File: config.mk
export PLATFORM = sky130hd
export DESIGN_NAME = side_buffer_ctrl
export DESIGN_NICKNAME = d
export VERILOG_FILES = /design/src/rtl/minbd_pkg.sv /design/src/rtl/sb_fifo.sv /design/src/rtl/side_buffer_ctrl.sv
export SDC_FILE = /design/constraint.sdc
export NUM_CORES = 1
export LEC_CHECK = 0
export ABC_AREA = 1
export CAP_MARGIN = 20
export CORE_MARGIN = 10
export CORE_UTILIZATION = 30
export CTS_CLUSTER_DIAMETER = 120
export DETAILED_ROUTE_END_ITERATION = 6
export HOLD_SLACK_MARGIN = 0.06
export SETUP_SLACK_MARGIN = 0.15
export SLEW_MARGIN = 20
export SYNTH_ARGS = -nofsm -noshare
export SYNTH_HDL_FRONTEND = slang
export SYNTH_SLANG_ARGS = --single-unit
File: constraint.sdc
create_clock -name clk -period 3.11 [get_ports clk]
set_input_delay 0.933 -clock clk [delete_from_list [all_inputs] [get_ports clk]]
set_output_delay 0.933 -clock clk [all_outputs]
set_load 0.05 [all_outputs]
File: src/rtl/minbd_pkg.sv
// Shared MinBD router definitions: flit geometry, port count, slot naming
// and a lowest-index one-hot picker used for slot and deflection arbitration.
package minbd_pkg;

  localparam int FLIT_W    = 11;
  localparam int VALID_BIT = FLIT_W - 1;
  localparam int NUM_PORTS = 4;

  typedef enum logic [1:0] {
    SLOT_N = 2'd0,
    SLOT_S = 2'd1,
    SLOT_W = 2'd2,
    SLOT_E = 2'd3
  } slot_e;

  typedef logic [FLIT_W-1:0] flit_t;

  // Isolates the lowest set bit of req; all-zero in, all-zero out.
  function automatic logic [NUM_PORTS-1:0] pick_lowest(input logic [NUM_PORTS-1:0] req);
    return req & (~req + NUM_PORTS'(1));
  endfunction

endpackage

File: src/rtl/sb_fifo.sv
// Side-buffer storage: DEPTH-entry synchronous FIFO with simultaneous
// push/pop (legal when full), occupancy count and combinational head.
// Ports:
//   clk, rst    clock, synchronous active-high reset (clears pointers/count)
//   push_i      write wdata_i at the tail this cycle
//   pop_i       retire the head this cycle
//   wdata_i     flit to enqueue
//   head_o      current head entry (undefined while empty)
//   full_o      DEPTH entries held
//   empty_o     no entries held
//   count_o     occupancy, 0..DEPTH
module sb_fifo import minbd_pkg::*; #(
  parameter int DEPTH = 4
) (
  input  logic                     clk,
  input  logic                     rst,
  input  logic                     push_i,
  input  logic                     pop_i,
  input  flit_t                    wdata_i,
  output flit_t                    head_o,
  output logic                     full_o,
  output logic                     empty_o,
  output logic [$clog2(DEPTH):0]   count_o
);

  localparam int PTR_W = $clog2(DEPTH);
  localparam int CNT_W = PTR_W + 1;

  flit_t              mem_q [DEPTH];
  logic [PTR_W-1:0]   wr_ptr_q, rd_ptr_q;
  logic [CNT_W-1:0]   count_q, count_d;

  // With push and pop together while full, wr_ptr == rd_ptr: the head is
  // read combinationally this cycle and overwritten at the edge, so the
  // new flit lands behind the remaining entries.
  always_ff @(posedge clk) begin
    if (push_i) mem_q[wr_ptr_q] <= wdata_i;
  end

  always_comb begin
    count_d = count_q;
    if (push_i && !pop_i)      count_d = count_q + CNT_W'(1);
    else if (!push_i && pop_i) count_d = count_q - CNT_W'(1);
  end

  always_ff @(posedge clk) begin
    if (rst) begin
      wr_ptr_q <= '0;
      rd_ptr_q <= '0;
      count_q  <= '0;
    end else begin
      if (push_i) wr_ptr_q <= wr_ptr_q + PTR_W'(1);
      if (pop_i)  rd_ptr_q <= rd_ptr_q + PTR_W'(1);
      count_q <= count_d;
    end
  end

  assign head_o  = mem_q[rd_ptr_q];
  assign full_o  = (count_q == CNT_W'(DEPTH));
  assign empty_o = (count_q == '0);
  assign count_o = count_q;

endmodule

File: src/rtl/side_buffer_ctrl.sv
// MinBD side-buffer controller. Captures one deflected flit per cycle from
// the deflection network outputs, re-injects buffered flits into free input
// slots, and forces a redirect swap after STARVE_LIMIT starved cycles.
// Ports:
//   clk, rst    clock, synchronous active-high reset
//   slot_in     router input-stage flits, slot k at [k*FLIT_W +: FLIT_W]
//   slot_out    flits towards the deflection network (head may be injected)
//   pdn_in      deflection network outputs
//   defl_mask   per-slot deflected flag for pdn_in
//   pdn_fwd     network outputs to link registers (captured slot zeroed)
//   buf_count   side-buffer occupancy
//   redirect    swap of the head with the slot_in N flit this cycle
module side_buffer_ctrl import minbd_pkg::*; #(
  parameter int DEPTH        = 4,
  parameter int STARVE_LIMIT = 8
) (
  input  logic                          clk,
  input  logic                          rst,
  input  logic [NUM_PORTS*FLIT_W-1:0]   slot_in,
  output logic [NUM_PORTS*FLIT_W-1:0]   slot_out,
  input  logic [NUM_PORTS*FLIT_W-1:0]   pdn_in,
  input  logic [NUM_PORTS-1:0]          defl_mask,
  output logic [NUM_PORTS*FLIT_W-1:0]   pdn_fwd,
  output logic [$clog2(DEPTH):0]        buf_count,
  output logic                          redirect
);

  localparam int SW = $clog2(STARVE_LIMIT + 1);

  logic [SW-1:0]          starve_q, starve_d;
  logic                   fifo_full, fifo_empty, fifo_push, fifo_pop;
  flit_t                  fifo_head, fifo_wdata, captured;
  logic [NUM_PORTS-1:0]   free_mask, defl_cand, free_pick, cap_pick;
  logic                   starved, reinject, cap_en;

  always_comb begin
    free_mask = '0;
    defl_cand = '0;
    for (int k = 0; k < NUM_PORTS; k++) begin
      free_mask[k] = ~slot_in[k*FLIT_W + VALID_BIT];
      defl_cand[k] = defl_mask[k] & pdn_in[k*FLIT_W + VALID_BIT];
    end
    free_pick = pick_lowest(free_mask);
    cap_pick  = pick_lowest(defl_cand);

    starved  = (starve_q == SW'(STARVE_LIMIT));
    reinject = !rst && !fifo_empty && (|free_mask);
    // No free slot means every slot_in is valid, so N is the lowest valid one.
    redirect = !rst && !fifo_empty && starved && (free_mask == '0);
    fifo_pop = reinject || redirect;
    cap_en   = !rst && !redirect && (!fifo_full || fifo_pop) && (|defl_cand);

    slot_out = slot_in;
    pdn_fwd  = pdn_in;
    captured = '0;
    for (int k = 0; k < NUM_PORTS; k++) begin
      if (reinject && free_pick[k]) slot_out[k*FLIT_W +: FLIT_W] = fifo_head;
      if (cap_en && cap_pick[k]) begin
        captured                     = pdn_in[k*FLIT_W +: FLIT_W];
        pdn_fwd[k*FLIT_W +: FLIT_W]  = '0;
      end
    end
    if (redirect) slot_out[int'(SLOT_N)*FLIT_W +: FLIT_W] = fifo_head;

    fifo_push  = redirect || cap_en;
    fifo_wdata = redirect ? slot_in[int'(SLOT_N)*FLIT_W +: FLIT_W] : captured;
  end

  always_comb begin
    starve_d = starve_q;
    if (fifo_empty || fifo_pop) starve_d = '0;
    else if (!starved)          starve_d = starve_q + SW'(1);
  end

  always_ff @(posedge clk) begin
    if (rst) starve_q <= '0;
    else     starve_q <= starve_d;
  end

  sb_fifo #(.DEPTH(DEPTH)) u_fifo (
    .clk     (clk),
    .rst     (rst),
    .push_i  (fifo_push),
    .pop_i   (fifo_pop),
    .wdata_i (fifo_wdata),
    .head_o  (fifo_head),
    .full_o  (fifo_full),
    .empty_o (fifo_empty),
    .count_o (buf_count)
  );

endmodule
# Word level (Yosys, flattened, before mapping)
# Memories as Yosys holds them, arrays and structs flattened. A register that Yosys moved wholly into a read port is not among the register bits.
# Index checks and enable logic that the tools add are counted.
# classes
add_sub_neg	7
mul	0
div	0
magnitude_cmp	0
n_eq_ne	2
shifts	0
muxes	20
n_bitwise	12
reduce_logical	33
# op_table
operator	count
2-to-1 mux 11 bit	14
logical AND 1 bit	17
adder 4 x 1 -> 4 bit, second input constant	3
AND 4 bit	2
inverter 4 bit	2
OR reduction 4 bit	2
logical NOT 1 bit	6
2-to-1 mux 3 bit	2
adder 2 x 1 -> 2 bit, second input constant	2
AND 1 bit	4
equality test 4 bit, second input constant	1
logical NOT 4 bit	1
logical OR 1 bit	4
2-to-1 mux 2 bit	2
inverter 1 bit	4
adder 3 x 1 -> 3 bit, second input constant	1
equality test 3 bit, second input constant	1
logical NOT 3 bit	1
subtractor 3 x 1 -> 3 bit, second input constant	1
2-to-1 mux 1 bit	2
nonzero test 2 bit	1
OR reduction 2 bit	1
# word_totals
register_bits	11
latchBits	0
ram_bits	44
rom_bits	0
in_bits	94
out_inout_bits	92
word_cells	79
n_memories	1
# mem_list
name	depth	width	read_ports	rd_ports_with_merged_regs	wr	line	text
u_fifo.mem_q	4	11	1	1	1	sb_fifo.sv:29	flit_t mem_q [DEPTH];

# Depth between registers and ports, before layout
# Gate-level depths: netlist of run 1.
# depth
ltp_word	15
ltp_mapped	17
mapped_depth_nobuf	17

# Modules after synthesis
# From an unflattened synthesis of run 1, not the netlist that was laid out.
# hier_totals
hier_cells	517
hier_area_um2	3758.6
# by_module_without_submodules
module	instances	cells_per_inst	area_per_inst_um2	seq_area_each_um2
sb_fifo	1	165	2075.7	1501.4
side_buffer_ctrl	1	352	1682.9	80.1

# Least setup slack after synthesis of run 1
# No wires, ideal clock.
# synth_timing
path_type	input port to output port
from	input port rst
to	output port slot_out[21]
t_arrival_ns	2.662
t_required_ns	2.177
setup_slack_ns	-0.485
stages	6
n_path_buf	1
cell_sequence	inv_1 nand3_1 inv_1 nand3_1 buf_2 o21ai_0
# synth_between
elab_chain_cells	5
# synth_lines
element	line	text
start: declaration	side_buffer_ctrl.sv:18	input logic rst,
logical NOT 1 bit	side_buffer_ctrl.sv:47	reinject = !rst && !fifo_empty && (|free_mask);
logical AND 1 bit (2 in a row)	side_buffer_ctrl.sv:47	
logical AND 1 bit	side_buffer_ctrl.sv:57	if (reinject && free_pick[k]) slot_out[k*FLIT_W +: FLIT_W] = fifo_head;
2-to-1 mux 11 bit	side_buffer_ctrl.sv:57	
end: declaration	side_buffer_ctrl.sv:20	output logic [NUM_PORTS*FLIT_W-1:0] slot_out,
# Every way passes these cells.

# Worst setup path in the final report of run 1
# layout_timing
from	input port slot_in[10]
to	output port slot_out[6]
# layout_between
elab_chain_cells	7
# layout_lines
element	line	text
start: declaration	side_buffer_ctrl.sv:19	input logic [NUM_PORTS*FLIT_W-1:0] slot_in,
inverter 1 bit (*)	side_buffer_ctrl.sv:40	free_mask[k] = ~slot_in[k*FLIT_W + VALID_BIT];
inverter 4 bit	minbd_pkg.sv:20	return req & (~req + NUM_PORTS'(1));
adder 4 x 1 -> 4 bit	minbd_pkg.sv:20	
AND 4 bit	minbd_pkg.sv:20	
logical AND 1 bit	side_buffer_ctrl.sv:57	
2-to-1 mux 11 bit	side_buffer_ctrl.sv:57	
2-to-1 mux 11 bit (*)	side_buffer_ctrl.sv:63	if (redirect) slot_out[int'(SLOT_N)*FLIT_W +: FLIT_W] = fifo_head;
# Every way passes the cells marked *; elsewhere a longest branch is shown, timed or not.

==> results of run 1 <==
what timing repair did:
item	4_1_cts	5_1_grt
resized for setup	187	198
buffers inserted	15	9
hold endpoints to repair	0	0
cloned	5	4
endpoints found under the setup margin	135	112
pin swaps	16	36
worst max-delay path, cell delays in order:
cell and delay (ps):
buf_8 70, buf_6 90, nand2_4 50, nor2_4 110, nand2_2 60, nor2_4 160, buf_6 130, inv_4 40
o21ai_4 80, buf_12 170, mux2_4 320, buf_8 150
synthesized netlist by cell type, drive strengths merged (7+ instances only):
cell / number / area share [%]
nand4: 22 / 3.7
mux2: 20 / 6.1
o22ai: 10 / 1.7
edfxtp: 44 / 36
o21ai: 32 / 4.4
inv: 87 / 8.9
nand2: 147 / 15
buf: 9 / 1.3
clkbuf: 11 / 1.1
ha: 7 / 2.4
a21oi: 7 / 0.95
nor2: 71 / 7.6
dfxtp: 13 / 7.1
power groups by stage:
stage / combinational (W) / clock, W / sequential [W]
after global routing: 0.00248 / 0.00105 / 0.000974
after CTS: 0.00213 / 0.00101 / 0.000962
after global placement: 0.00187 / 0 / 0.000970
after detailed placement: 0.00189 / 0 / 0.000976
after floorplan: 0.000991 / 0 / 0.00102
final: 0.00234 / 0.000994 / 0.000965
cells by family after synthesis:
kind of cell	after synthesis	synth area share, %
and+or+nand+nor	252	28.2
buffers and inverters	109	11.4
DFF	57	42.9
AOI/OAI and AO/OA	51	7.71
muxes	20	6.11
adders and majority gates	8	2.92
xor gates and xnor gates	3	0.713
cell type report:
cell class                      count  area, sq um  share of cell area [%]
Sequential cell                    57         1580                    18.9
Timing Repair inverter              2         12.5                   0.150
Multi-Input combinational cell    334         2430                    29.1
Tap cell                          147          184                    2.20
Clock buffer                       11          233                    2.79
Inverter                           89          503                    6.02
Clock inverter                      4         68.8                   0.824
Timing Repair Buffer              266         3340                    40.0
state kept, by name, indices dropped and copies added (netlist names), named ones only:
name	cells
starve_q	4
u_fifo.count_o	3
u_fifo.mem_q	44
u_fifo.rd_ptr_q	2
u_fifo.wr_ptr_q	2
worst paths after layout:
kind	cells past startpoint	to	startpoint
setup / recovery	12	slot_out[6]	slot_in[10]
hold / removal	1	u_fifo.rd_ptr_q[1]	u_fifo.rd_ptr_q[1]
setup reg to reg	19	u_fifo.count_o[2]	starve_q[0]
hold reg to reg	1	u_fifo.rd_ptr_q[1]	u_fifo.rd_ptr_q[1]
stage by stage:
stage	TNS (ps)	hold slack, ps	area, sq um	setup WS, ps	util, %
2_1_floorplan	0	412	3830	104	-
3_3_place_gp	-56320	431	6500	-583	54.1
3_5_place_dp	-58330	454	6500	-608	54.1
4_1_cts	-9160	460	7550	-201	62.8
5_1_grt	-11500	487	8350	-258	69.5
6_report	-7890	481	8350	-218	69.5
layer usage:
layer / share of wire [%] / vias to the layer above / wire length (um)
met5: 0 / - / 0
met4: 1.6 / 0 / 277
met3: 11 / 21 / 1830
met2: 48 / 201 / 8410
met1: 40 / 2050 / 6880
li1: - / 2124 / -
==> reports/summary.txt, run 1 <==
largest net degree at the start of global routing = 23
Seq pwr share = 22.4%
I/O Pins = 186
clock share of power = 23.1%
syn_nets = 602
initial antenna violation count = 0
RSZ-0062 raised after global routing = yes
maximum clock insertion buffer count = 2
met1 Track Usage GR = 20.6%
Post-Synthesis Cells = 500
drt initial violations = 280
Crit Path Class = input port to primary output
clk root buf = clkbuf_16
reg-to-reg slack, setup = 460 ps
Worst slew margin = 54.2%
Tcrit/Tclk final = 107%
Hold Fails Final Rpt = 0
P_leak = 3.55 nW
Die Ht = 131 um
core area = 12000 sq um
Wirelength per Cell = 19.1 um
Layout fillers = 830
Final Setup Violations = 65
total CTS buffers = 9
Critical Path RT = 2180 ps
Final Instance Count excl. Fillers = 910
# port buffers = 185
Final Net Count = 861
DR vias/cell = 4.83
setup ws final = -218 ps
sw frac = 39.4%
min cycle time layout = 3330 ps
Top FF cell, synth = edfxtp_1
startpoint types = input port
status = finished with violations
M3 GR Usage = 8.06%
Yosys warnings = 0
vias in the first global route = 4566
Hold-fix buffers, CTS = 0
All-Layer GR Usage = 18.4%
peak supply drop = 0.000285 V
met2 GRT Util = 31.5%
total congestion overflow = 0
clock input transition at the sequential cells of the worst setup and hold paths = 50 ps
Synth Register Bits = 57
Die Width = 131 um
Pre-antenna DRT Iters = 4
clock skew = 5.82 ps
Slew Viols, Final = 0
Power, Total = 0.00430 W
H-tree depth = 3
residual DRC count = 0
Vias = 4396
Critical Path Sink Type = primary output
Die Area = 17100 sq um
P per Cell Area = 515 nW/um^2
layout cells sized above 1 = 50.6%
placed instance count = 862
most common cell after layout, fill and taps aside = clkdlybuf4s50_1
# rows = 40
initial core utilization = 30.7%
Crit Path Max Fanout = 7
slew of the pin with the lowest slew margin = 686 ps
most frequent cells in the layout = clkdlybuf4s50_1 (83), nor2_1 (60), nand2_4 (58), buf_4 (50), nand2_1 (49)
Post-synth EDFFs = 44
P_sw = 0.00170 W
Hold WC Path Type = flip-flop to flip-flop
Avg Cell Area, Syn = 7.37 sq um
asr flop ratio synth = 0%
CTS tree = built
Worst-Skew Late Latency = 320 ps
routed wire length = 17400 um
ANT cells = 0
first-pass GRT wire length = 24500 um
combinational power share = 54.4%
area delta synth->final = 127%
Max-cap violations = 0
Clock Sinks = 57
Max Fclk = 301 MHz
Critical Path AT = 2390 ps
failing checks = negative setup slack
RD Place Congestion = 0.860
most used routing layer = met2
Seq/Total Area, Yosys = 42.9%
internal power = 0.00260 W
synthesized cell area = 3680 sq um
Unique masters post-synth = 30
Post-DP HPWL = 12000 um
Final ANT Viol Nets = 0
Note: power is estimated with default switching activity, not from simulation.
==> run 2, diff against run 1 <==
Clock period 3.11 ns to 3.15 ns, I/O delays scaled along.
==> reports/summary.txt, run 2 (same netlist as run 1, synthesis figures left out) <==
initial core utilization = 30.7% (unchanged)
clock input transition at the sequential cells of the worst setup and hold paths = 50 ps (about the same)
startpoint types = input port
P_sw = 0.00167 W (-1.6%)
Seq pwr share = 22.7% (+0.3 points)
All-Layer GR Usage = 19.0% (+0.59 points)
residual DRC count = 0 (unchanged)
DR vias/cell = 4.87 (+0.77%)
peak supply drop = 0.000230 V (-19%)
most frequent cells in the layout = clkdlybuf4s50_1 (83), nor2_1 (63), buf_4 (63), nand2_4 (56), nand2_1 (51)
Layout fillers = 872 (+5.1%)
Vias = 4527 (+3.0%)
Crit Path Max Fanout = 8 (+1)
Die Area = 17100 sq um (unchanged)
crit-path cells = buf_8 -> nand2_4 -> nor2_4 -> nand2_2 -> nor2_4 -> buf_6 -> inv_4 -> o21ai_4 -> buf_12 -> mux2_4 -> buf_8
min cycle time layout = 3270 ps
RD Place Congestion = 0.809 (-6.0%)
Largest register FFs = 44 (unchanged)
initial antenna violation count = 0 (unchanged)
Final Setup Violations = 32 (-51%)
combinational power share = 53.6% (-0.8 points)
Slew Viols, Final = 0 (unchanged)
Critical Path Sink Type = primary output
Max-cap violations = 0 (unchanged)
Tcrit/Tclk final = 104%
area delta synth->final = 128%
clock skew = 4.00 ps (-1.82 ps)
Final Net Count = 880 (+2.2%)
Die Ht = 131 um (unchanged)
total congestion overflow = 0 (unchanged)
layout cells sized above 1 = 53.0% (+2.4 points)
Clock Sinks = 57 (unchanged)
P_leak = 3.65 nW (+2.7%)
setup ws final = -123 ps (+95.0 ps)
CTS tree = built
clk root buf = clkbuf_16
Worst slew margin = 65.4% (+11 points)
Die Width = 131 um (unchanged)
Power, Total = 0.00421 W (-2.0%)
largest net degree at the start of global routing = 23 (unchanged)
drt initial violations = 244 (-13%)
area occupied by multi-input gates = 2410 sq um (-0.93%)
Wirelength per Cell = 19.1 um (+0.14%)
first-pass GRT wire length = 25300 um (+3.2%)
Hold Fails Final Rpt = 0 (unchanged)
clock share of power = 23.8% (+0.7 points)
# rows = 40 (unchanged)
failing checks = negative setup slack
register area = 1590 sq um (+0.24%)
internal power = 0.00254 W (-2.3%)
core area = 12000 sq um (unchanged)
total CTS buffers = 9 (unchanged)
I/O Pins = 186 (unchanged)
Pre-antenna DRT Iters = 4 (unchanged)
Biggest register = u_fifo.mem_q
Hold WS = 464 ps (-16.8 ps)
Final ANT Viol Nets = 0 (unchanged)
H-tree depth = 3 (unchanged)
ANT cells = 0 (unchanged)
max incr delay on CP = 320 ps (about the same)
Crit Path Class = input port to primary output
sw frac = 39.6% (+0.17 points)
slew of the pin with the lowest slew margin = 519 ps (-168 ps)
Max Fclk = 306 MHz
Setup WS pre-CTS = -616 ps (-7.95 ps)
Hold WC Path Type = flip-flop to flip-flop
# port buffers = 185 (unchanged)
vias in the first global route = 4697 (+2.9%)
crit path max-delay cell type = mux2_4
most common cell after layout, fill and taps aside = clkdlybuf4s50_1
status = finished with violations
Worst-Skew Late Latency = 320 ps (about the same)
RSZ-0062 raised after global routing = yes
routed wire length = 17800 um (+2.3%)
P per Cell Area = 502 nW/um^2 (-2.5%)
Critical Path RT = 2200 ps (+20 ps)
Post-DP HPWL = 12000 um (-0.12%)
maximum clock insertion buffer count = 2 (unchanged)
Critical Path AT = 2330 ps (-60 ps)
## run 2: cell count changes in the layout (fill, tap and decap cells not counted), sizes merged
cell | before | now
dlygate4sd2 | 7 | 1
buf | 173 | 197
dlymetal6s2s | 1 | 0
clkinvlp | 33 | 22
clkinv | 2 | 6
inv | 58 | 66
clkbuf | 13 | 14
clkdlybuf4s15 | 0 | 1
## run 2: area by class of cell
cell class                      instances  share of cell area (%)
Timing Repair Buffer                  286                    41.0
Clock buffer                           10                    2.73
Tap cell                              147                    2.19
Sequential cell                        57                    18.9
Timing Repair inverter                  1                  0.0745
Multi-Input combinational cell        334                    28.7
Clock inverter                          6                   0.983
Inverter                               89                    5.44
## run 2: worst paths after layout
path                       from  slack, ps                 to  cells after the start
max                 slot_in[10]       -120        slot_out[8]                     11
min          u_fifo.rd_ptr_q[1]        460          flip-flop                      1
max reg2reg         starve_q[0]        420  u_fifo.count_o[2]                     19
min reg2reg  u_fifo.rd_ptr_q[1]        460          flip-flop                      1
## run 2: critical path: cells and delay by family
family          cells  cell delay [ps]
compound gates      1               70
mux                 1              320
simple gates        4              400
buf+inv             5              580
## run 2: power groups by stage
stage / clock (W) / combinational, W / sequential [W]
floorplan: 0 / 0.000969 / 0.00101
global placement: 0 / 0.00180 / 0.000963
detailed placement: 0 / 0.00183 / 0.000966
CTS: 0.00101 / 0.00207 / 0.000954
global route: 0.00105 / 0.00239 / 0.000965
finish: 0.00100 / 0.00226 / 0.000956
## run 2: per-layer routing
metal,global-route usage (%),routed length [um],up-vias
met3,8.14,1960,27
met2,34.0,8790,211
met5,0,0,-
met1,19.8,6710,2125
li1,-,-,2164
met4,5.76,340,0
## run 2: timing repair
item                       in CTS  in global routing
pin swaps                      48                 25
hold buffers                    0                  0
setup endpoints to repair      91                 92
gates cloned                    5                  1
resized for setup             222                196
buffers inserted               33                 11
## run 2: metrics by stage
stage | cell area, sq um | util [%] | setup TNS (ps) | instances
finish | 8400 | 69.9 | -2100 | 930
global route | 8400 | 69.9 | -5550 | 930
CTS | 7700 | 64.1 | -1370 | 918
detailed placement | 6450 | 53.7 | -39900 | 864
global placement | 6450 | 53.7 | -37050 | 864
floorplan | 3790 | - | 0 | 500
==> run 3, diff against run 2 <==
Settings changed: CORE_ASPECT_RATIO from default to 1.1, CORE_MARGIN 10 to default.
==> reports/summary.txt, run 3 (same netlist as run 1, synthesis figures left out) <==
Reg-to-Reg End = u_fifo.count_o[1]
min cycle time layout = 3260 ps (-16.9 ps)
Wirelength per Cell = 16.0 um (-16%)
core area = 12000 sq um (-0.25%)
Max Fclk = 307 MHz (+0.52%)
Die Ht = 118 um (-9.6%)
RSZ-0062 raised after global routing = yes
Clock Sinks = 57 (unchanged)
P_leak = 3.43 nW (-6.2%)
Core Util, Final = 66.0% (-3.9 points)
setup ws final = -106 ps (+16.9 ps)
Post-DP HPWL = 10200 um (-16%)
DR vias/cell = 4.80 (-1.3%)
Hold WC Path Type = flip-flop to flip-flop
slew of the pin with the lowest slew margin = 693 ps (+174 ps)
total congestion overflow = 0 (unchanged)
Worst-Skew Late Latency = 320 ps (about the same)
status = finished with violations
Crit Path Max Fanout = 5 (-3)
Max-cap violations = 0 (unchanged)
Critical Path AT = 2310 ps (-20 ps)
worst r2r src = starve_q[0]
routed wire length = 14500 um (-19%)
startpoint types = input port
failing checks = negative setup slack
Worst Hold Launch = u_fifo.rd_ptr_q[1]
most frequent cells in the layout = clkdlybuf4s50_1 (83), nand2_1 (63), nor2_1 (60), inv_1 (50), buf_4 (49)
RD Place Congestion = 0.871 (+7.7%)
clock input transition at the sequential cells of the worst setup and hold paths = 50 ps (about the same)
Final Setup Violations = 43 (+34%)
Slew Viols, Final = 0 (unchanged)
reg-to-reg slack, setup = 480 ps (+60 ps)
initial antenna violation count = 0 (unchanged)
first-pass GRT wire length = 21600 um (-15%)
total CTS buffers = 9 (unchanged)
Hold Fails Final Rpt = 0 (unchanged)
P per Cell Area = 504 nW/um^2 (+0.47%)
Reg2Reg Depth = 17 (-2)
vias in the first global route = 4280 (-8.9%)
setup_tns = -2560 ps (-460 ps)
Die Width = 108 um (-18%)
area delta synth->final = 115%
ANT cells = 0 (unchanged)
drt initial violations = 210 (-14%)
Layout fillers = 951 (+9.1%)
clk root buf = clkbuf_16
# port buffers = 185 (unchanged)
I/O Pins = 186 (unchanged)
Worst slew margin = 53.8% (-12 points)
layout cells sized above 1 = 46.1% (-6.9 points)
# rows = 42 (+5.0%)
Hold-fix buffers, CTS = 0 (unchanged)
Crit Path Class = input port to primary output
residual DRC count = 0 (unchanged)
Pre-antenna DRT Iters = 4 (unchanged)
Critical Path RT = 2200 ps (about the same)
initial core utilization = 30.8% (+0.077 points)
maximum clock insertion buffer count = 2 (unchanged)
Vias = 4352 (-3.9%)
CTS tree = built
Tcrit/Tclk final = 103% (-0.54 points)
Biggest register = u_fifo.mem_q
largest net degree at the start of global routing = 23 (unchanged)
All-Layer GR Usage = 22.3% (+3.3 points)
Largest register FFs = 44 (unchanged)
most common cell after layout, fill and taps aside = clkdlybuf4s50_1
Die Area = 12700 sq um (-26%)
Final ANT Viol Nets = 0 (unchanged)
H-tree depth = 3 (unchanged)
peak supply drop = 0.000236 V (+2.7%)
clock skew = 6.55 ps (+2.55 ps)
Min-Delay Path Depth = 1 (unchanged)
Critical Path Sink Type = primary output
Final Net Count = 849 (-3.5%)
run 3: cell types whose count changed in the layout (fill, tap and decap cells not counted), moves of 4 or more:
cell and change:
inv_2 -7, nand2_2 +4, nor2_2 +4, buf_4 -14
nand2_1 +12, buf_6 -14, inv_1 +13, inv_4 -5
buf_8 -4, dlygate4sd2_1 +6, nand2_4 -17
run 3: layout make-up:
cell class                 count  area [sq um]  area share, %
clock buffer                  12           246           3.12
timing repair buffer         255          3120           39.5
multi-input combinational    334          2290           29.0
clock inverter                 4          21.3          0.269
timing repair inverter         1          6.26         0.0791
tap                          154           193           2.44
inverter                      89           443           5.60
sequential                    57          1580           20.0
run 3: critical path, stage by stage:
cell and delay [ps]:
buf_6 80, buf_4 100, nand2_2 50, nor2_2 90, nand2_2 60, nor2_4 150, inv_2 80, o21ai_4 120
buf_16 180, mux2_4 320, buf_8 150
run 3: what timing repair did:
action / in CTS / in global routing
cloned: 5 / 1
buffers inserted: 9 / 9
endpoints found under the setup margin: 134 / 89
resized for setup: 193 / 127
pin swaps: 19 / 37
run 3: worst max-delay path by stage:
stage / from / to / slack (ps) / cells past startpoint
floorplan: slot_in[21] / slot_out[0] / 120 / 7
global placement: slot_in[10] / slot_out[1] / -540 / 10
detailed placement: slot_in[10] / slot_out[5] / -550 / 10
CTS: slot_in[21] / slot_out[6] / -170 / 8
global route: slot_in[21] / slot_out[1] / -170 / 11
finish: slot_in[21] / slot_out[8] / -110 / 11
run 3: per-layer routing:
metal	wire length, um	GRT usage, %	vias up
met1	5600	25.2	2024
met4	379	8.65	0
met2	7310	39.0	202
li1	-	-	2098
met5	0	0	-
met3	1220	6.34	28
run 3: through the flow:
stage / hold slack, ps / instance area [sq um] / cells / power, W / setup WS (ps)
after global placement: 436 / 6430 / 866 / 0.00275 / -538
final: 445 / 7910 / 906 / 0.00399 / -106
after global routing: 478 / 7910 / 906 / 0.00417 / -172
after detailed placement: 454 / 6430 / 866 / 0.00277 / -553
after floorplan: 412 / 3790 / 500 / 0.00198 / 120
after CTS: 446 / 7390 / 896 / 0.00385 / -171
run 3: where the power goes:
group / internal [W] / switching, W / leakage (nW)
clock network: 0.000546 / 0.000316 / 0.130
registers: 0.000906 / 0.0000417 / 0.517
logic: 0.000912 / 0.00126 / 2.78
